## src/rtl/ifq_pkg.sv

```systemverilog
// Shared constants and the queued line entry type for the instruction fetch queue.
package ifq_pkg;
  localparam int W_INSN      = 32;
  localparam int W_LINE      = 128;
  localparam int N_WORDS     = W_LINE / W_INSN;
  localparam int DEPTH       = 4;
  localparam int W_PTR       = $clog2(DEPTH);
  localparam int W_OFF       = $clog2(N_WORDS);

  typedef struct packed {
    logic [W_INSN-1:0] tag;
    logic [W_LINE-1:0] line;
  } line_entry_t;
endpackage

```

## src/rtl/ifq_line_fifo.sv

```systemverilog
// Line queue for the fetch unit: DEPTH entries of {tag, line} with wrapping
// read/write pointers and an occupancy count; flush empties it in one cycle.
module ifq_line_fifo
  import ifq_pkg::*;
#(
  parameter int DEPTH = ifq_pkg::DEPTH
) (
  input  logic                       clk,
  input  logic                       reset,
  input  logic                       flush,
  input  logic                       push,
  input  line_entry_t                push_entry,
  input  logic                       pop,
  output line_entry_t                head_entry,
  output logic [$clog2(DEPTH):0]     count
);
  localparam int W_P = $clog2(DEPTH);

  line_entry_t          mem_r [DEPTH];
  logic [W_P-1:0]       wr_ptr_r;
  logic [W_P-1:0]       rd_ptr_r;
  logic [W_P:0]         count_r;

  // Line storage; contents are only meaningful below count
  always_ff @(posedge clk) begin
    if (push) begin
      mem_r[wr_ptr_r] <= push_entry;
    end
  end

  // Pointers and occupancy
  always_ff @(posedge clk) begin
    if (reset || flush) begin
      wr_ptr_r <= {W_P{1'b0}};
      rd_ptr_r <= {W_P{1'b0}};
      count_r  <= {(W_P+1){1'b0}};
    end else begin
      if (push) begin
        wr_ptr_r <= wr_ptr_r + W_P'(1);
      end
      if (pop) begin
        rd_ptr_r <= rd_ptr_r + W_P'(1);
      end
      case ({push, pop})
        2'b10:   count_r <= count_r + (W_P+1)'(1);
        2'b01:   count_r <= count_r - (W_P+1)'(1);
        default: count_r <= count_r;
      endcase
    end
  end

  // Head entry and occupancy out
  always_comb begin
    head_entry = mem_r[rd_ptr_r];
    count      = count_r;
  end
endmodule

```

## src/rtl/ifq.sv

```systemverilog
// Instruction fetch queue: fetches whole lines from a same-cycle icache and hands out
// one instruction per dispatch. Define IFQ_BYPASS_EN to expose a line arriving into an empty queue immediately.
module ifq
  import ifq_pkg::*;
#(
  parameter int W_INSN = ifq_pkg::W_INSN,
  parameter int W_LINE = ifq_pkg::W_LINE,
  parameter int DEPTH  = ifq_pkg::DEPTH
) (
  input  logic              clk,
  input  logic              reset,
  output logic [W_INSN-1:0] ifq_pc_in,
  output logic              ifq_rd_en,
  output logic              ifq_abort,
  input  logic [W_LINE-1:0] ifq_dout,
  input  logic              ifq_dout_valid,
  input  logic [W_INSN-1:0] jmp_branch_address,
  input  logic              jmp_branch_valid,
  input  logic              dispatch_en,
  output logic [W_INSN-1:0] ifq_insn,
  output logic [W_INSN-1:0] ifq_pc,
  output logic              ifq_empty
);
  localparam int N_W  = W_LINE / W_INSN;
  localparam int W_O  = $clog2(N_W);
  localparam int W_IB = $clog2(W_INSN / 8);
  localparam int W_LB = W_O + W_IB;
  localparam int W_P  = $clog2(DEPTH);

  localparam logic [W_P:0]      EMPTY_CNT = {(W_P+1){1'b0}};
  localparam logic [W_P:0]      FULL_CNT  = (W_P+1)'(DEPTH);
  localparam logic [W_O-1:0]    LAST_OFF  = W_O'(N_W - 1);
  localparam logic [W_INSN-1:0] LINE_STEP = W_INSN'(W_LINE / 8);
  localparam logic [W_INSN-1:0] LINE_MASK = ~(LINE_STEP - W_INSN'(1));

  logic [W_INSN-1:0] fetch_pc_r;
  logic [W_O-1:0]    word_off_r;
  logic [W_P:0]      count_s;
  line_entry_t       head_s;
  line_entry_t       push_entry_s;
  logic [W_LINE-1:0] sel_line_s;
  logic [W_INSN-1:0] sel_tag_s;
  logic              full_s;
  logic              accept_s;
  logic              bypass_s;
  logic              empty_s;
  logic              consume_s;
  logic              last_s;
  logic              push_s;
  logic              pop_s;

  ifq_line_fifo #(
    .DEPTH (DEPTH)
  ) u_line_fifo (
    .clk        (clk),
    .reset      (reset),
    .flush      (jmp_branch_valid),
    .push       (push_s),
    .push_entry (push_entry_s),
    .pop        (pop_s),
    .head_entry (head_s),
    .count      (count_s)
  );

  // Fetch request, head word selection and queue push/pop decisions
  always_comb begin
    full_s    = (count_s == FULL_CNT);
    ifq_rd_en = ~full_s & ~jmp_branch_valid & ~reset;
    ifq_abort = jmp_branch_valid & ~reset;
    ifq_pc_in = fetch_pc_r;
    accept_s  = ifq_rd_en & ifq_dout_valid;
`ifdef IFQ_BYPASS_EN
    bypass_s  = accept_s & (count_s == EMPTY_CNT);
`else
    bypass_s  = 1'b0;
`endif
    empty_s   = reset | ((count_s == EMPTY_CNT) & ~bypass_s);

    if (bypass_s) begin
      sel_line_s = ifq_dout;
      sel_tag_s  = fetch_pc_r;
    end else begin
      sel_line_s = head_s.line;
      sel_tag_s  = head_s.tag;
    end

    if (empty_s) begin
      ifq_insn = {W_INSN{1'b0}};
      ifq_pc   = {W_INSN{1'b0}};
    end else begin
      ifq_insn = sel_line_s[word_off_r*W_INSN +: W_INSN];
      ifq_pc   = sel_tag_s | W_INSN'({word_off_r, {W_IB{1'b0}}});
    end
    ifq_empty = empty_s;

    consume_s = dispatch_en & ~empty_s & ~jmp_branch_valid;
    last_s    = (word_off_r == LAST_OFF);
    pop_s     = consume_s & last_s & ~bypass_s;
    // A bypassed line fully consumed on arrival never needs a slot
    push_s    = accept_s & ~(bypass_s & consume_s & last_s);

    push_entry_s.tag  = fetch_pc_r;
    push_entry_s.line = ifq_dout;
  end

  // Fetch address and word offset into the head line; redirect wins over everything but reset
  always_ff @(posedge clk) begin
    if (reset) begin
      fetch_pc_r <= {W_INSN{1'b0}};
      word_off_r <= {W_O{1'b0}};
    end else if (jmp_branch_valid) begin
      fetch_pc_r <= jmp_branch_address & LINE_MASK;
      word_off_r <= jmp_branch_address[W_LB-1:W_IB];
    end else begin
      if (accept_s) begin
        fetch_pc_r <= fetch_pc_r + LINE_STEP;
      end
      if (consume_s) begin
        word_off_r <= word_off_r + W_O'(1);
      end
    end
  end
endmodule

```

## config.mk

```make
export PLATFORM = sky130hd
export DESIGN_NAME = ifq
export DESIGN_NICKNAME = d
export VERILOG_FILES = /design/src/rtl/ifq_pkg.sv /design/src/rtl/ifq_line_fifo.sv /design/src/rtl/ifq.sv
export SDC_FILE = /design/constraint.sdc
export NUM_CORES = 1
export LEC_CHECK = 0
export ABC_AREA = 1
export CORE_MARGIN = 1
export CORE_UTILIZATION = 40
export CTS_CLUSTER_DIAMETER = 50
export DETAILED_ROUTE_END_ITERATION = 16
export SLEW_MARGIN = 20
export SYNTH_ARGS = -nofsm -noshare
export SYNTH_HDL_FRONTEND = slang
export SYNTH_SLANG_ARGS = --single-unit
```

## constraint.sdc

```tcl
create_clock -name clk -period 13.1 [get_ports clk]
set_input_delay 1.965 -clock clk [delete_from_list [all_inputs] [get_ports clk]]
set_output_delay 1.965 -clock clk [all_outputs]
set_load 0.005 [all_outputs]
```

* Word-level counts from Yosys, hierarchy flattened
Memory sizes are Yosys's and may differ from the RTL's. A register that Yosys moved wholly into a read port is not among the register bits.
Index checks and enable logic that the tools add are counted.
** Storage, ports and cells
- Bits in registers :: 41
- Bits in latches :: 0
- RAM bits :: 640
- Bits in read-only memories :: 0
- Input bits :: 165
- Output and inout bits :: 99
- Logic and storage cells :: 48
- Memories kept :: 1
** Operators by class
- Add/sub/neg operators :: 6
- $mul :: 0
- Div/mod/pow operators :: 0
- Order comparisons :: 0
- Equal/unequal tests :: 4
- Shift operators :: 1
- Muxes and demuxes :: 11
- Bitwise gates (word level) :: 13
- Reduce and logical (&&, ||, !) cells :: 6
** Memories
- u_line_fifo.mem_r :: depth 4, bits a word 160, rd ports 1, clocked after Yosys merged registers in 1, write ports 1, line ifq_line_fifo.sv:19 : line_entry_t mem_r [DEPTH];
** Operators by type and width (count)
- 32-bit two-way mux :: 4
- 128-bit by 8-bit variable part select with 32-bit output :: 1
- 32-bit by 5-bit adder with 32-bit output (second input constant) :: 1
- 32-bit by 4-bit bitwise OR with 32-bit output :: 1
- 2-bit two-way mux :: 4
- 1-bit AND :: 7
- 2-bit by 1-bit adder with 2-bit output (second input constant) :: 3
- 3-bit case mux with 2 select lines :: 1
- 2-bit nonzero test :: 3
- 2-bit equality test (second input constant) :: 2
- 1-bit inverter :: 4
- 3-bit by 1-bit adder with 3-bit output (second input constant) :: 1
- 3-bit equality test (second input constant) :: 1
- 3-bit zero test :: 1
- 3-bit by 1-bit subtractor with 3-bit output (second input constant) :: 1
- 2-bit by 1-bit equality test with 1-bit output (second input constant) :: 1
- 1-bit two-way mux :: 2
- 2-bit OR reduction :: 1
- 1-bit logical OR :: 1
- 1-bit bitwise OR :: 1

* Logic depth before layout (Yosys ltp)
- Word-level depth :: 8
- Mapped depth :: 13

* Hierarchy
A second synthesis with hierarchy kept.
** Second synthesis, totals
- Cell total of the unflattened synthesis :: 2317
- Area total of the unflattened synthesis :: 27649.0 sq um
** By module, submodules not included
- ifq_line_fifo :: instances 1, cells each 1605, area each 23973.0 sq um, sequential area each 19398.6 sq um
- ifq :: instances 1, cells each 712, area each 3676.0 sq um, sequential area each 600.6 sq um

* Worst setup path before layout
No wires, ideal clock.
- Path kind :: input to register
- From :: input jmp_branch_valid
- To :: memory u_line_fifo.mem_r[0][0] (netlist bit) (enable)
- Library setup time :: 0.675 ns
- Arrival time :: 9.013 ns
- Required time :: 12.425 ns
- Slack :: 3.412 ns
- Stages on the path :: 4
- Path through :: nor2_2 nand3_1 clkbuf_1 nor2_1
** Between the ends
- Word-level cells in the longest chain between the ends :: 6
** RTL lines
- from (decl) :: line ifq.sv:18 : input logic jmp_branch_valid,
- 1-bit inverter :: line ifq.sv:68 : ifq_rd_en = ~full_s & ~jmp_branch_valid & ~reset;
- 1-bit AND (2 in a row) :: line ifq.sv:68
- 1-bit AND :: line ifq.sv:71 : accept_s = ifq_rd_en & ifq_dout_valid;
- 1-bit two-way mux :: line ifq_line_fifo.sv:26 : if (push) begin
- 1-bit two-way mux (implied by the code) :: line ifq_line_fifo.sv:27 : mem_r[wr_ptr_r] <= push_entry;
- to (decl) :: line ifq_line_fifo.sv:19
Every way passes these cells.

==> flow_metrics.tcl <==
set metrics [dict create \
    cp_max_fo 80 \
    setup_violations 0 \
    synth_cells 2341 \
    ys_seq_elements 663 \
    antenna_found_initial 21 \
    synth_cell_types 29 \
    fin_nets 2730 \
    die_w_um 263.1 \
    slew_headroom_pct 29.60 \
    slowest_stage "dfxtp_4" \
    start_kind "register" \
    track_usage_pct 20.92 \
    synth-xor-area-share_pct 0.09635 \
    final_common_cell "edfxtp_1" \
    postRouteAntennaNets 0 \
    path_cells "buf_4, buf_4, o21ai_0, o211ai_1, nand3_1, a21oi_1, clkdlybuf4s50_1" \
    period_share_pct 52.76 \
    run_status "complete, no violations" \
    grt_pass1_wl_um 109200 \
    synth_fa_ha_area_share_pct 0.3946 \
    gp_congestion 0.8474 \
    io_pins 264 \
    dr.pass1.iters 5 \
    die_height_um 263.1 \
    grt_pass1_vias 17870 \
    area_delta_synth_final_pct 20.74 \
    skew_ps 13.69 \
    post_cts_buffers 0 \
    synth_area_leaders "edfxtp_1, nor2_1, o21ai_0, dfxtp_1, nand3_1" \
    root_buffer "clkbuf_16" \
    synthesis.area_um2 27270 \
    max_cap_violations 0 \
    critPathArrivalTime_ps 4950 \
    synth-compound-area-share_pct 10.63 \
    final_cell_mix "edfxtp_1, nor2_1, clkdlybuf4s50_1" \
    period_needed_ps 6911 \
    critPathMaxStageDelay_ps 900 \
    cts_max_path_buffers 3 \
    stdcell_count 3502 \
    clk_pin_slew_worst_paths_ps 60 \
    wirelength_um 73530 \
    drtIter0Drc 1544 \
    port-buffer-count 255 \
    endpoint_kind "primary output" \
    crit_type "reg -> out" \
    vias 18410 \
    wl_met2_um 35740 \
    path_common_cell "buf_4" \
    core_um2 67280 \
    wl_met3_um 5231 \
    synth_top_cell_area_share_pct 68.71 \
    grt_max_degree 178 \
    drv_slew 0 \
    synth_top_area_cell "edfxtp_1" \
    synth_area_per_cell_um2 11.65 \
    fin_setup_tns_ps 0 \
    finalHoldViolations 0 \
    vdd_drop_max_v 0.00009699 \
    placed_cells 3349 \
    crit_buf_inv 3 \
    fill_cells 5883 \
    worst_pin_slew_ps 1056 \
    routed.top_layer "met5" \
    hpwl_um 43480 \
    ys_seq_area_share_pct 71.58 \
    die_area_um2 69220 \
    num_rows 95 \
    cts.sinks 663 \
    synth-simple-area-share_pct 12.70 \
    p_per_area_nw_per_um2 142.6 \
    cts_tree "yes" \
    synth_top_family_by_area "simple AND/OR/NAND/NOR gates" \
    required_ps 11140 \
    wl_met1_um 30420 \
    ys_warn_count 0 \
    start_util_pct 40.53 \
    wire_per_inst_um 21.00 \
    clock_latency_ps 610 \
    h-tree-depth 3 \
    grt_setup_unrepaired "false" \
    via_per_inst 5.257 \
    fmax_mhz 144.7 \
    ctsHoldBuffers 0 \
    grt-ovfl-total 0 \
    hold_class "reg -> reg" \
    synthMuxAreaShare_pct 0 \
    cts_repair_resize_count 0 \
    remaining_drc_errors 0 \
    cts-buffers-inserted 78 \
    final_layout_size_suffix_gt1_share_pct 5.882 \
    path_delay_family "buffers and inverters" \
    power.leakage_nw 10.99 \
]
==> cells in the mapped netlist, drive strengths merged <==
master / number
a21oi: 120
a31oi: 9
buf: 86
clkbuf: 61
clkinv: 3
conb: 1
dfxtp: 39
edfxtp: 624
fa: 1
ha: 7
inv: 102
nand2: 153
nand3: 137
nand3b: 1
nand4: 1
nor2: 575
nor3: 2
o211ai: 66
o21ai: 349
or2: 1
xor2: 3
==> stage by stage <==
stage | util, % | instance area (um^2) | total power [W] | hold WS, ps | setup slack, ps
after global routing | 48.93 | 32920 | 0.004838 | 484.8 | 5955
final | 48.94 | 32930 | 0.004694 | 457.9 | 6189
after floorplan | - | 27290 | 0.002479 | 421.7 | 3412
after detailed placement | 45.07 | 30320 | 0.002604 | 451.7 | 6563
after global placement | 45.08 | 30330 | 0.002598 | 438.0 | 5881
after CTS | 48.87 | 32880 | 0.004735 | 459.7 | 6178
==> kinds of logic after synthesis <==
family,count (synthesis)
AND/OR/NAND/NOR,870
flip-flops,663
AO/OA/AOI/OAI,544
buffers and inverters,252
adder cells (fa/ha/maj),8
XOR/XNOR,3
other,1
==> power breakdown <==
part / switching, W / internal (W) / leakage, nW
clock network: 0.000854 / 0.00128 / 1.24
logic: 0.000111 / 0.0000849 / 3.79
registers: 0.0000187 / 0.00234 / 5.97
==> flip-flops by register name (all words and copies together), names as in the netlist, named ones only <==
name                  flops
ifq_pc_in                28
u_line_fifo.count         3
u_line_fifo.mem_r       624
u_line_fifo.rd_ptr_r      2
u_line_fifo.wr_ptr_r      2
word_off_r                2
==> worst register-to-register path, cell delays in order (launching register included) <==
cell and delay [ps]:
dfxtp_1 330, inv_1 100, nand3_1 90, nand3_1 510, nor2_4 870, buf_4 830
buf_4 760
==> area by class of cell <==
class | count | area [um^2] | area share, %
tap | 873 | 1092 | 3.317
multi-input combinational | 1431 | 6551 | 19.90
antenna | 11 | 27.53 | 0.08360
inverter | 105 | 404.1 | 1.227
clock buffer | 94 | 2086 | 6.335
sequential | 663 | 19530 | 59.30
clock inverter | 47 | 465.4 | 1.414
timing repair buffer | 278 | 2774 | 8.425
==> metal layers <==
layer	track usage (%)	vias up
met4	7.666	18
met5	0	-
met3	5.145	139
met1	26.99	8953
li1	-	8707
met2	34.21	594
==> worst paths after layout <==
kind,start,endpoint,slack [ps],cells past startpoint
worst max-delay path,register,ifq_insn[15],6190,7
worst max register to register,u_line_fifo.count[1]$_SDFFE_PP0P_,u_line_fifo.mem_r[0][121]$_DFFE_PP_,9200,6
worst min register to register,u_line_fifo.count[0]$_SDFFE_PP0P_,u_line_fifo.count[0]$_SDFFE_PP0P_,460,1
worst min-delay path,u_line_fifo.count[0]$_SDFFE_PP0P_,u_line_fifo.count[0]$_SDFFE_PP0P_,460,1
Power figures use the tool's default switching activity.
==> RTL edit: new RTL, same flow settings <==
Make the reset (`reset`) asynchronous in one clocked block.
--- a/src/rtl/ifq.sv
+++ b/src/rtl/ifq.sv
@@ -105,5 +105,5 @@
 
   // Fetch address and word offset into the head line; redirect wins over everything but reset
-  always_ff @(posedge clk) begin
+  always_ff @(posedge clk or posedge reset) begin
     if (reset) begin
       fetch_pc_r <= {W_INSN{1'b0}};
Behaviour: not the same (Yosys sat finds a counterexample within 4 cycles, from zero or initial values and one cycle with reset high; the reset may be asserted at any time).
==> RTL edit against the unedited design <==
- fmax grew 6.7%
- worst hold slack worse by 0.0067 ns
- sequential cell count is the same
- final cell count up 14%
- final area rose by 5.0%
- worst setup slack improved by 0.43 ns
- synthesized area increased by 4.3%
- wire length rose by 5.2%
- critical path depth did not move
- synthesized cell count is 17% higher
- total power grew 4.9%
==> RTL edit: results (changes against the unedited design) <==
Status
  • Outcome: completed

Synthesis
  • Synth top cells by count: 915 x nand2_1, 624 x edfxtp_1, 353 x nand3_1
  • Fraction of registers with async set/reset: 0.04525 (+0.04525)
  • Yosys cell types: 33 (+14%)
  • Seq/Total Area, Yosys: 0.6916 (-0.02419)
  • Post-Synthesis Cells: 2737 (+17%)
  • Predominant post-synthesis flop cell: edfxtp_1
  • Top post-synthesis cells by area: edfxtp_1 66%, nand2_1 12%, nand3_1 6.2%

Timing
  • Worst Tran Pin Value: 1.124 ns (+0.06771 ns)
  • Fin Hold WS: 0.4512 ns (-0.006713 ns)
  • Clock skew: 0.02032 ns (+0.006625 ns)

Global routing
  • Initial antenna violation count: 17 (-19%)
  • First-pass GRT wire length: 115000 µm (+5.3%)
  • Vias in the first global route: 19480 (+9.1%)
  • Total Routing Usage GR: 0.2139 (+0.004687)
  • Largest net degree at the start of global routing: 211 (+19%)

Critical path
  • Reg2reg setup slack: 10.14 ns (+0.94 ns)
  • Max incr delay on CP: 0.73 ns (-0.17 ns)
  • Critical R2R Launch: word_off_r[0]$_DFFE_PP0P_
  • Worst-path maximum fanout: 64 (-20%)
  • Reg2Reg Depth: 11 (+5)
  • Slowest CP cell: buf_4
  • Worst r2r dst: u_line_fifo.count[2]$_SDFFE_PP0P_

Min path
  • Hold Path End: u_line_fifo.count[0]$_SDFFE_PP0P_
  • Hold Path Cell Cnt: 1 (unchanged)
  • Hold_sp: u_line_fifo.count[0]$_SDFFE_PP0P_

Routing
  • WL per Instance: 19.45 µm (-7.4%)
  • DRC viols: 0 (unchanged)
  • Drt first-iter violations: 1404 (-9.1%)
  • Via Count: 19810 (+7.6%)
  • Drt pass-1 iters: 7 (+2)

Placed design
  • Placed wire-length estimate: 44260 µm (+1.8%)
  • RePlAce Congestion: 0.8362 (-1.3%)
  • Post-Place Worst Slack: 6.636 ns (+0.07378 ns)
  • Placed cell areas: 0.03177 mm² (+4.8%)
  • Dpl cells: 3819 (+14%)

Finish
  • Nets: 3139 (+15%)
  • Post-route insts no fill: 3979 (+14%)
  • Layout cells sized above 1: 0.05933 (+0.0005041)

Clocking
  • Root buffer cell: clkbuf_16
  • CTS Buffer Depth: 3 (unchanged)
  • Cts bufs inserted: 84 (+7.7%)

Power
  • Leakage: 13.68 nW (+24%)
  • Worst IR Drop VDD: 0.08252 mV (-15%)
RTL edit: worst reg2reg max path: stages, from the launching register on:
cell	delay [ns]
dfrtp_2	0.36
buf_4	0.83
ha_1	0.29
inv_1	0.05
nor2_1	0.23
ha_1	0.20
inv_1	0.07
fa_1	0.38
a21oi_1	0.15
o21a_1	0.14
o21ai_0	0.07
a21oi_1	0.12
RTL edit: worst max path at each step:
stage	from	to	slack, ns	depth (start not counted)
after floorplan	jmp_branch_valid	u_line_fifo.mem_r[0][0]$_DFFE_PP_	3.33	5
after global placement	reset	ifq_pc[6]	6.63	7
after detailed placement	reset	ifq_insn[22]	6.64	7
after CTS	reset	ifq_pc[4]	6.63	7
after global routing	reset	ifq_pc[4]	6.46	7
final	reset	ifq_pc[5]	6.62	7
RTL edit: report_power, final:
part	leakage [nW]	switching (mW)	internal, mW
clock network	1.34	0.904	1.35
registers	6.07	0.0337	2.36
logic	6.27	0.173	0.112
total	13.7	1.11	3.81
RTL edit: cell type report:
cell class	instances	area, µm²
sequential	663	19680
clock inverter	56	511.7
antenna	5	12.51
fill	6252	35580
inverter	318	1206
timing repair buffer	283	2813
multi-input combinational	1616	6920
clock buffer	98	2248
tap	940	1176
RTL edit: cells by family (layout without fill, tap and decap cells):
logic type / Yosys count / count (layout) / synth area share
and+or+nand+nor: 1435 / 1435 / 0.2061
DFF: 663 / 663 / 0.6916
buffers and inverters: 463 / 755 / 0.06691
AOI/OAI and AO/OA: 156 / 156 / 0.02811
xor gates and xnor gates: 11 / 11 / 0.003388
adders and majority gates: 8 / 8 / 0.003783
other: 1 / 11 / 0.0001319
RTL edit: layer usage:
layer	wire, µm	global-route usage	share of wire
met1	30440	0.2662	0.39
met2	37770	0.3577	0.49
met3	6696	0.05425	0.087
met4	2328	0.08216	0.030
met5	149	0	0.0019
